## src/rtl/ccm_port_arb.sv

```systemverilog
// rtl/ccm_port_arb.sv - fetch/load/store arbiter for a shared single-port CCM SRAM
// Optional perf counters: define CCM_ARB_PERF_EN.
module ccm_port_arb #(
  parameter int ADDR_W   = 14,
  parameter int MAX_WAIT = 4
) (
  input  logic              clk,
  input  logic              rst_n,
  input  logic              if_req,
  input  logic [31:0]       if_addr,
  input  logic              if_kill,
  output logic              if_gnt,
  output logic              if_rvalid,
  output logic [31:0]       if_rdata,
  input  logic              ls_rd_req,
  input  logic [31:0]       ls_rd_addr,
  input  logic              ls_wr_req,
  input  logic [31:0]       ls_wr_addr,
  input  logic [31:0]       ls_wr_data,
  output logic              ls_rd_gnt,
  output logic              ls_wr_gnt,
  output logic              ls_rvalid,
  output logic [31:0]       ls_rdata,
  output logic              sram_en,
  output logic              sram_we,
  output logic [ADDR_W-1:0] sram_addr,
  output logic [31:0]       sram_wdata,
  input  logic [31:0]       sram_rdata
`ifdef CCM_ARB_PERF_EN
  ,
  output logic [31:0]       perf_conflict_cnt,
  output logic [31:0]       perf_starve_cnt
`endif
);

  localparam logic [1:0] OWN_NONE = 2'd0;
  localparam logic [1:0] OWN_IFU  = 2'd1;
  localparam logic [1:0] OWN_LSU  = 2'd2;
  localparam logic [7:0] MAX_W    = 8'(MAX_WAIT);

  logic [1:0] rd_owner;
  logic [7:0] wait_cnt;
  logic       starve;

  assign starve = (MAX_WAIT != 0) && (wait_cnt == MAX_W);

  // Grants are held low while reset is asserted so every output sits at its reset value.
  always_comb begin
    if_gnt    = 1'b0;
    ls_wr_gnt = 1'b0;
    ls_rd_gnt = 1'b0;
    if (rst_n) begin
      if (starve && if_req)  if_gnt    = 1'b1;
      else if (ls_wr_req)    ls_wr_gnt = 1'b1;
      else if (ls_rd_req)    ls_rd_gnt = 1'b1;
      else if (if_req)       if_gnt    = 1'b1;
    end
  end

  always_comb begin
    sram_en    = if_gnt | ls_wr_gnt | ls_rd_gnt;
    sram_we    = ls_wr_gnt;
    sram_addr  = '0;
    sram_wdata = '0;
    if (ls_wr_gnt) begin
      sram_addr  = ls_wr_addr[ADDR_W+1:2];
      sram_wdata = ls_wr_data;
    end else if (ls_rd_gnt) begin
      sram_addr  = ls_rd_addr[ADDR_W+1:2];
    end else if (if_gnt) begin
      sram_addr  = if_addr[ADDR_W+1:2];
    end
  end

  always_ff @(posedge clk or negedge rst_n) begin
    if (!rst_n) begin
      rd_owner <= OWN_NONE;
    end else if (if_gnt) begin
      rd_owner <= OWN_IFU;
    end else if (ls_rd_gnt) begin
      rd_owner <= OWN_LSU;
    end else begin
      rd_owner <= OWN_NONE;
    end
  end

  always_ff @(posedge clk or negedge rst_n) begin
    if (!rst_n) begin
      wait_cnt <= 8'd0;
    end else if (if_gnt || !if_req) begin
      wait_cnt <= 8'd0;
    end else if (wait_cnt != MAX_W) begin
      wait_cnt <= wait_cnt + 8'd1;
    end
  end

  assign if_rvalid = (rd_owner == OWN_IFU) && !if_kill;
  assign ls_rvalid = (rd_owner == OWN_LSU);
  assign if_rdata  = sram_rdata;
  assign ls_rdata  = sram_rdata;

`ifdef CCM_ARB_PERF_EN
  always_ff @(posedge clk or negedge rst_n) begin
    if (!rst_n) begin
      perf_conflict_cnt <= 32'd0;
      perf_starve_cnt   <= 32'd0;
    end else begin
      if (if_req && !if_gnt) perf_conflict_cnt <= perf_conflict_cnt + 32'd1;
      if (if_gnt && starve)  perf_starve_cnt   <= perf_starve_cnt + 32'd1;
    end
  end
`endif

  // Only the word-address bits reach the SRAM.
  logic unused_addr_bits;
  assign unused_addr_bits = ^{if_addr[31:ADDR_W+2], if_addr[1:0],
                              ls_rd_addr[31:ADDR_W+2], ls_rd_addr[1:0],
                              ls_wr_addr[31:ADDR_W+2], ls_wr_addr[1:0]};

endmodule

```

## config.mk

```make
export PLATFORM = sky130hd
export DESIGN_NAME = ccm_port_arb
export DESIGN_NICKNAME = d
export VERILOG_FILES = /design/src/rtl/ccm_port_arb.sv
export SDC_FILE = /design/constraint.sdc
export NUM_CORES = 1
export LEC_CHECK = 0
export BUFFER_PORTS_ARGS = -buffer_cell sky130_fd_sc_hd__buf_2
export CAP_MARGIN = 20
export CORE_AREA = 2 2 110 112
export CTS_CLUSTER_DIAMETER = 100
export DETAILED_ROUTE_END_ITERATION = 8
export DIE_AREA = 0 0 112 114
export GPL_TIMING_DRIVEN = 0
export HOLD_SLACK_MARGIN = 0.1
export SYNTH_ARGS = -nofsm -noshare
export SYNTH_HDL_FRONTEND = slang
export SYNTH_SLANG_ARGS = --single-unit
```

## constraint.sdc

```tcl
create_clock -name clk -period 1.7 [get_ports clk]
set_input_delay 0.17 -clock clk [delete_from_list [all_inputs] [get_ports clk]]
set_output_delay 0.17 -clock clk [all_outputs]
set_load 0.02 [all_outputs]
```

==> results of run 1 <==
==> logic make-up after synthesis <==
logic type | count (synthesis)
XOR/XNOR | 5
multiplexers | 1
AO/OA/AOI/OAI | 34
buffers and inverters | 79
AND/OR/NAND/NOR | 80
adder cells (fa/ha/maj) | 2
flip-flops | 10
==> sequential cells by signal, indices dropped and copies added, names as in the netlist <==
name / cells
rd_owner: 2
wait_cnt: 8
==> how the worst max path moves through the flow <==
stage	startpoint	endpoint	depth (start not counted)
floorplan	wait_cnt[0]	sram_addr[10]	7
global placement	wait_cnt[0]	sram_addr[5]	8
detailed placement	wait_cnt[0]	sram_addr[4]	8
CTS	wait_cnt[1]	sram_addr[2]	8
global route	wait_cnt[0]	sram_addr[2]	8
finish	wait_cnt[1]	sram_addr[6]	8
==> metal layers <==
metal  up-vias  share of wire  global-route usage
met3         6           0.10             0.03188
met4         0         0.0061             0.01057
li1       1105              -                   -
met1      1014           0.33             0.09741
met2       147           0.57              0.2113
met5         -              0                   0
==> through the flow <==
stage               cells   power, W
CTS                   578   0.001705
floorplan             211  0.0008366
global placement      553   0.001100
detailed placement    553   0.001113
global route          582   0.001831
finish                582   0.001739
==> synth_stat cells, drive strengths merged <==
cell type	count	area [µm²]
buf	72	541.8
and2	33	206.5
nand3	18	95.09
a21oi	14	70.07
a2bb2oi	12	105.1
dfrtp	10	250.2
nor2	9	33.78
and3	4	25.02
inv	4	15.01
xor2	4	35.03
clkbuf	3	11.26
nor2b	3	18.77
o211ai	3	36.28
a221o	2	20.02
ha	2	25.02
nand2	2	10.01
nor3	2	10.01
nor3b	2	15.01
a22o	1	8.760
a31oi	1	6.260
and4	1	8.760
and4bb	1	12.51
mux2	1	11.26
nand3b	1	7.510
nand4bb	1	11.26
nor4b	1	15.01
o21ai	1	16.27
or3b	1	8.760
or4b	1	13.76
xnor2	1	8.760
==> power groups by stage <==
stage	sequential, W	clock [W]	combinational, W
2_1_floorplan	0.000258	0	0.000579
3_3_place_gp	0.000260	0	0.000840
3_5_place_dp	0.000261	0	0.000852
4_1_cts	0.000254	0.000415	0.00103
5_1_grt	0.000256	0.000436	0.00114
6_report	0.000255	0.000408	0.00108
==> cell type report <==
class / instances / share of cell area
Timing Repair Buffer: 222 / 0.3941
Clock buffer: 3 / 0.01896
Tap cell: 147 / 0.04646
Inverter: 4 / 0.005057
Multi-Input combinational cell: 122 / 0.3176
Sequential cell: 10 / 0.06321
Buffer: 74 / 0.1546
==> repair_timing <==
item	in CTS	in global routing
cloned	6	1
endpoints found under the hold margin	10	0
pin swaps	11	17
gates resized for setup	116	30
hold buffers	1	0
setup buffers	17	5
endpoints found under the setup margin	59	59
==> worst min-delay path: stages <==
cell      delay [ns]
buf_2           0.12
nand3b_1        0.15
a21oi_1         0.08
==> cells in the final DEF, fill, tap and decap left out, types with 2 or more instances in the layout <==
master and n:
nand3_1 12, a21oi_2 6, o211ai_1 2, nand3_2 2
buf_4 84, buf_12 3, nor2b_1 3, buf_2 148
a2bb2oi_4 11, xor2_1 4, inv_2 2, and2_4 32
a21oi_1 5, nor3b_1 2, clkbuf_16 5, and3_1 3
buf_6 54, nor3_1 2, nor2_1 8, dfrtp_1 10
a221o_1 2, a21oi_4 3, buf_8 3, nand3_4 4
==> results_dict.tcl, run 1 <==
set metrics [dict create \
    status "finished with violations" \
    failed_checks "negative setup slack" \
    rsz0062_at_grt "yes" \
    ys_seq_area_frac 0.1514 \
    skew_ns 0.004060 \
    switching_power_w 0.0006019 \
    relSlewSlack 0.6902 \
    critPathKind "reg -> out" \
    routed_wl_mm 7.175 \
    via_count 2272 \
    tns_ns -25.09 \
    dieWidth_um 112 \
    wl_per_cell_um 12.33 \
    drtPass1Iterations 5 \
    fillers 1165 \
    start_util 0.1411 \
    synth.avg_cell_area_um2 7.833 \
    die_area_um2 12770 \
    syn_nets 379 \
    place_area_um2 3146 \
    yosys_warnings 0 \
    seqPwrFrac 0.147 \
    p_int_w 0.001137 \
    synthMuxAreaShare 0.006813 \
    multi_input_area_um2 1257 \
    track_usage 0.1004 \
    core.rowCount 40 \
    switching_share 0.3461 \
    synth_top_family_by_area "buffers and inverters" \
    place_ws_ns -0.7374 \
    path_cells "inv_2 > ha_4 > or4b_4 > o21ai_4 > buf_6 > nand3_1 > a2bb2oi_4 > buf_4" \
    drcViolationCount 0 \
    synthAdderAreaFrac 0.01514 \
    cp_slowest_stage_delay_ns 0.47 \
    synth_simple_gate_area_share 0.2975 \
    cts_buffers 3 \
    power_frac_comb 0.619 \
    grt_overflow 0 \
    die_h_um 114 \
    clock_sinks 10 \
    hold_start "ls_rd_req" \
    p_clk_frac 0.234 \
    maxSlewViolCount 0 \
    num_antenna_cells 0 \
    grt_pass1_vias 2238 \
    tightest_slew_ns 0.4632 \
    path_max_fanout 5 \
    synthCells 211 \
    path_buf_inv 3 \
    synth_xor_area_frac 0.02650 \
    worstReg2RegStart "wait_cnt[1]" \
    hp-class "in -> reg" \
    dp.final_hpwl_mm 5.424 \
    max_cap_violations 0 \
    io_pins 283 \
    via_per_inst 3.904 \
    period_minus_slack_ns 2.304 \
    drive_gt1_frac 0.8575 \
    cts.clk_slew.worst_paths_ns 0.04 \
    synth_compound_area_frac 0.1590 \
    cts_tree "yes" \
    nNetsFinal 605 \
    cpMaxStageDelayCell "or4b_4" \
    fin_crit_sh 1.355 \
    synth_area_um2 1653 \
    grt_pass1_wl_mm 10.38 \
    synth.distinct_cells 36 \
    register_area_um2 250.2 \
    r2r_slack_ns -0.20 \
    clkLatencyLatePin_ns 0.24 \
    drtAntennaViolNets 0 \
    numPortBuffers 195 \
    holdWs_ns 0.3417 \
    design_area_um2 3959 \
    synth-seq-cells 10 \
    worst_setup_path_start_kind "register" \
    setup_viol 59 \
    end_kind "output port" \
    cp_data_required_time_ns 1.53 \
    critPathArrivalTime_ns 2.13 \
    worstReg2RegEnd "wait_cnt[0]" \
    fmax_mhz 434.1 \
    ir_drop_v 0.0002641 \
    gp_congestion 0.7518 \
    root_buffer "clkbuf_16" \
    hold_viol 0 \
    cts_buffer_depth 2 \
    leakagePower_nw 2.005 \
    min_path_cells 3 \
    core_area_um2 11710 \
    fin_ws_ns -0.6037 \
    hold_end "rd_owner[1]" \
    first_iter_violations 51 \
    syn2layout_area_growth_pct 139.5 \
    power-per-cell-area_nw_per_um2 439.3 \
    cp_top_family "simple AND/OR/NAND/NOR gates" \
    final_util 0.3380 \
    htreeDepth 1 \
    grt_max_degree 11 \
    antenna_found_initial 0 \
    r2r_cells 7 \
]
(Power assumes the default switching activity.)
==> run 2: changes to the inputs <==
--- a/config.mk
+++ b/config.mk
@@ -5,7 +5,7 @@
 export SDC_FILE = /design/constraint.sdc
 export NUM_CORES = 1
 export LEC_CHECK = 0
-export BUFFER_PORTS_ARGS = -buffer_cell sky130_fd_sc_hd__buf_2
+export BUFFER_PORTS_ARGS = -buffer_cell sky130_fd_sc_hd__buf_4
 export CAP_MARGIN = 20
 export CORE_AREA = 2 2 110 112
 export CTS_CLUSTER_DIAMETER = 100
@@ -13,6 +13,7 @@
 export DIE_AREA = 0 0 112 114
 export GPL_TIMING_DRIVEN = 0
 export HOLD_SLACK_MARGIN = 0.1
+export SETUP_SLACK_MARGIN = 0.02
 export SYNTH_ARGS = -nofsm -noshare
 export SYNTH_HDL_FRONTEND = slang
 export SYNTH_SLANG_ARGS = --single-unit
==> results_dict.tcl, run 2 (synthesized netlist as in run 1, its figures left out) <==
set metrics [dict create \
    status "finished with violations" \
    tightest_slew_ns 0.4718 \
    power-per-cell-area_nw_per_um2 436.5 \
    r2r_slack_ns -0.21 \
    first_iter_violations 63 \
    path_max_fanout 5 \
    worst_path_most_repeated_cell "buf_6" \
    fin_crit_sh 1.341 \
    fin_cells 583 \
    nNetsFinal 605 \
    cts_buffer_depth 2 \
    cpMaxStageDelayCell "or4b_4" \
    core.rowCount 40 \
    place_ws_ns -0.6286 \
    power_frac_comb 0.621 \
    cts.clk_slew.worst_paths_ns 0.04 \
    layout_common_cells "221 x buf_4, 64 x buf_6, 33 x and2_4, 11 x a2bb2oi_4, 10 x dfrtp_1" \
    routed_wl_mm 7.349 \
    via_per_inst 3.952 \
    cp_top_family "simple AND/OR/NAND/NOR gates" \
    track_usage 0.1026 \
    grt_pass1_wl_mm 10.70 \
    die_h_um 114 \
    drive_gt1_frac 0.8555 \
    switching_share 0.3223 \
    grt_max_degree 11 \
    antenna_found_initial 0 \
    via_count 2304 \
    fmax_mhz 438.7 \
    start_util 0.1411 \
    io_pins 283 \
    max_cap_violations 0 \
    wl_per_cell_um 12.61 \
    ir_drop_v 0.0003754 \
    largest_reg_flops 8 \
    relSlewSlack 0.6845 \
    grt_pass1_vias 2143 \
    cts_tree "yes" \
    dieWidth_um 112 \
    num_antenna_cells 0 \
    switching_power_w 0.0006116 \
    skew_ns 0.005121 \
    numPortBuffers 195 \
    cp_slowest_stage_delay_ns 0.48 \
    htreeDepth 1 \
    critPathKind "reg -> out" \
    path_cells "inv_2 > ha_4 > or4b_4 > o21ai_4 > buf_6 > nand3_2 > a2bb2oi_4 > buf_6" \
    grt_overflow 0 \
    final_common_cell "buf_4" \
    drcViolationCount 0 \
    die_area_um2 12770 \
    fillers 1168 \
    drtPass1Iterations 4 \
    place_area_um2 3633 \
    failed_checks "negative setup slack" \
    rsz0062_at_grt "yes" \
    core_area_um2 11710 \
    cp_data_required_time_ns 1.53 \
    worst_setup_path_start_kind "register" \
    holdWs_ns 0.3380 \
    critPathArrivalTime_ns 2.11 \
    p_int_w 0.001286 \
    dp_cells 553 \
    clock_sinks 10 \
    clkLatencyLatePin_ns 0.24 \
    path_buf_inv 3 \
    maxSlewViolCount 0 \
    dp.final_hpwl_mm 5.729 \
    leakagePower_nw 2.137 \
    seqPwrFrac 0.134 \
    syn2layout_area_growth_pct 163.0 \
    end_kind "output port" \
    period_minus_slack_ns 2.280 \
    drtAntennaViolNets 0 \
    p_clk_frac 0.245 \
    design_area_um2 4347 \
    hp-class "in -> reg" \
    root_buffer "clkbuf_16" \
    gp_congestion 0.7444 \
    cts_buffers 3 \
    fin_ws_ns -0.5797 \
    setup_viol 59 \
    total_power_w 0.001898 \
    regMostFlops "wait_cnt" \
    hold_viol 0 \
    reg_top3 "wait_cnt x8, rd_owner x2" \
]
[run 2: cell count changes in the layout (fill, tap and decap cells not counted), moves of 2 or more]
cell | previous run | this run
a21oi_1 | 5 | 9
nand3_2 | 2 | 6
nand3_1 | 12 | 8
buf_6 | 54 | 64
buf_12 | 3 | 1
a21oi_4 | 3 | 1
buf_2 | 148 | 2
buf_4 | 84 | 221
a21oi_2 | 6 | 4
[run 2: repair_timing]
| item | 4_1_cts | 5_1_grt |
|---|---|---|
| setup endpoints to repair | 59 | 59 |
| gates cloned | 5 | 1 |
| buffers inserted | 16 | 7 |
| hold buffers | 1 | 0 |
| gates resized for setup | 91 | 14 |
| hold endpoints to repair | 10 | 0 |
| pin swaps | 18 | 21 |
[run 2: power groups by stage]
stage | registers (W) | logic (W) | clock network (W)
2_1_floorplan | 0.000258 | 0.000579 | 0
3_3_place_gp | 0.000260 | 0.000986 | 0
3_5_place_dp | 0.000261 | 0.000994 | 0
4_1_cts | 0.000254 | 0.00116 | 0.000469
5_1_grt | 0.000254 | 0.00124 | 0.000488
6_report | 0.000254 | 0.00118 | 0.000466
[run 2: worst register-to-register path, cell delays in order, from the launching register on]
cell,delay (ns)
dfrtp_1,0.39
inv_2,0.08
ha_4,0.13
or4b_4,0.48
buf_4,0.16
o211ai_4,0.24
nor2_2,0.06
mux2_2,0.26
[run 2: area by class of cell]
type,instances,area [µm²],share of cell area
multi-input cells,122,1246,0.2867
repair buffers,223,1958,0.4505
inverters,4,20.02,0.004606
clock buffers,4,88.84,0.02044
flip-flops and latches,10,250.2,0.05757
plain buffers,73,599.3,0.1379
well taps,147,183.9,0.04231
[run 2: final timing paths]
check	start	to	cells past startpoint
max	wait_cnt[0]	sram_addr[5]	8
min	ls_rd_req	rd_owner[1]	3
max reg2reg	wait_cnt[0]	wait_cnt[0]	7
min reg2reg	wait_cnt[3]	wait_cnt[3]	2
max in group asynchronous	rst_n	rd_owner[1]	2
min in group asynchronous	rst_n	wait_cnt[0]	2
[run 2: through the flow]
stage / TNS (ns) / utilization
floorplan: -5.079 / -
global placement: -20.37 / 0.3103
detailed placement: -21.05 / 0.3103
CTS: -20.08 / 0.3635
global route: -23.98 / 0.3712
finish: -19.75 / 0.3712
[run 2: layer usage]
layer | GRT usage | vias up | wire length [µm]
li1 | - | 1109 | -
met1 | 0.1064 | 1052 | 2516
met2 | 0.2133 | 141 | 4116
met3 | 0.02391 | 2 | 700
met4 | 0.01220 | 0 | 17
met5 | 0 | - | 0
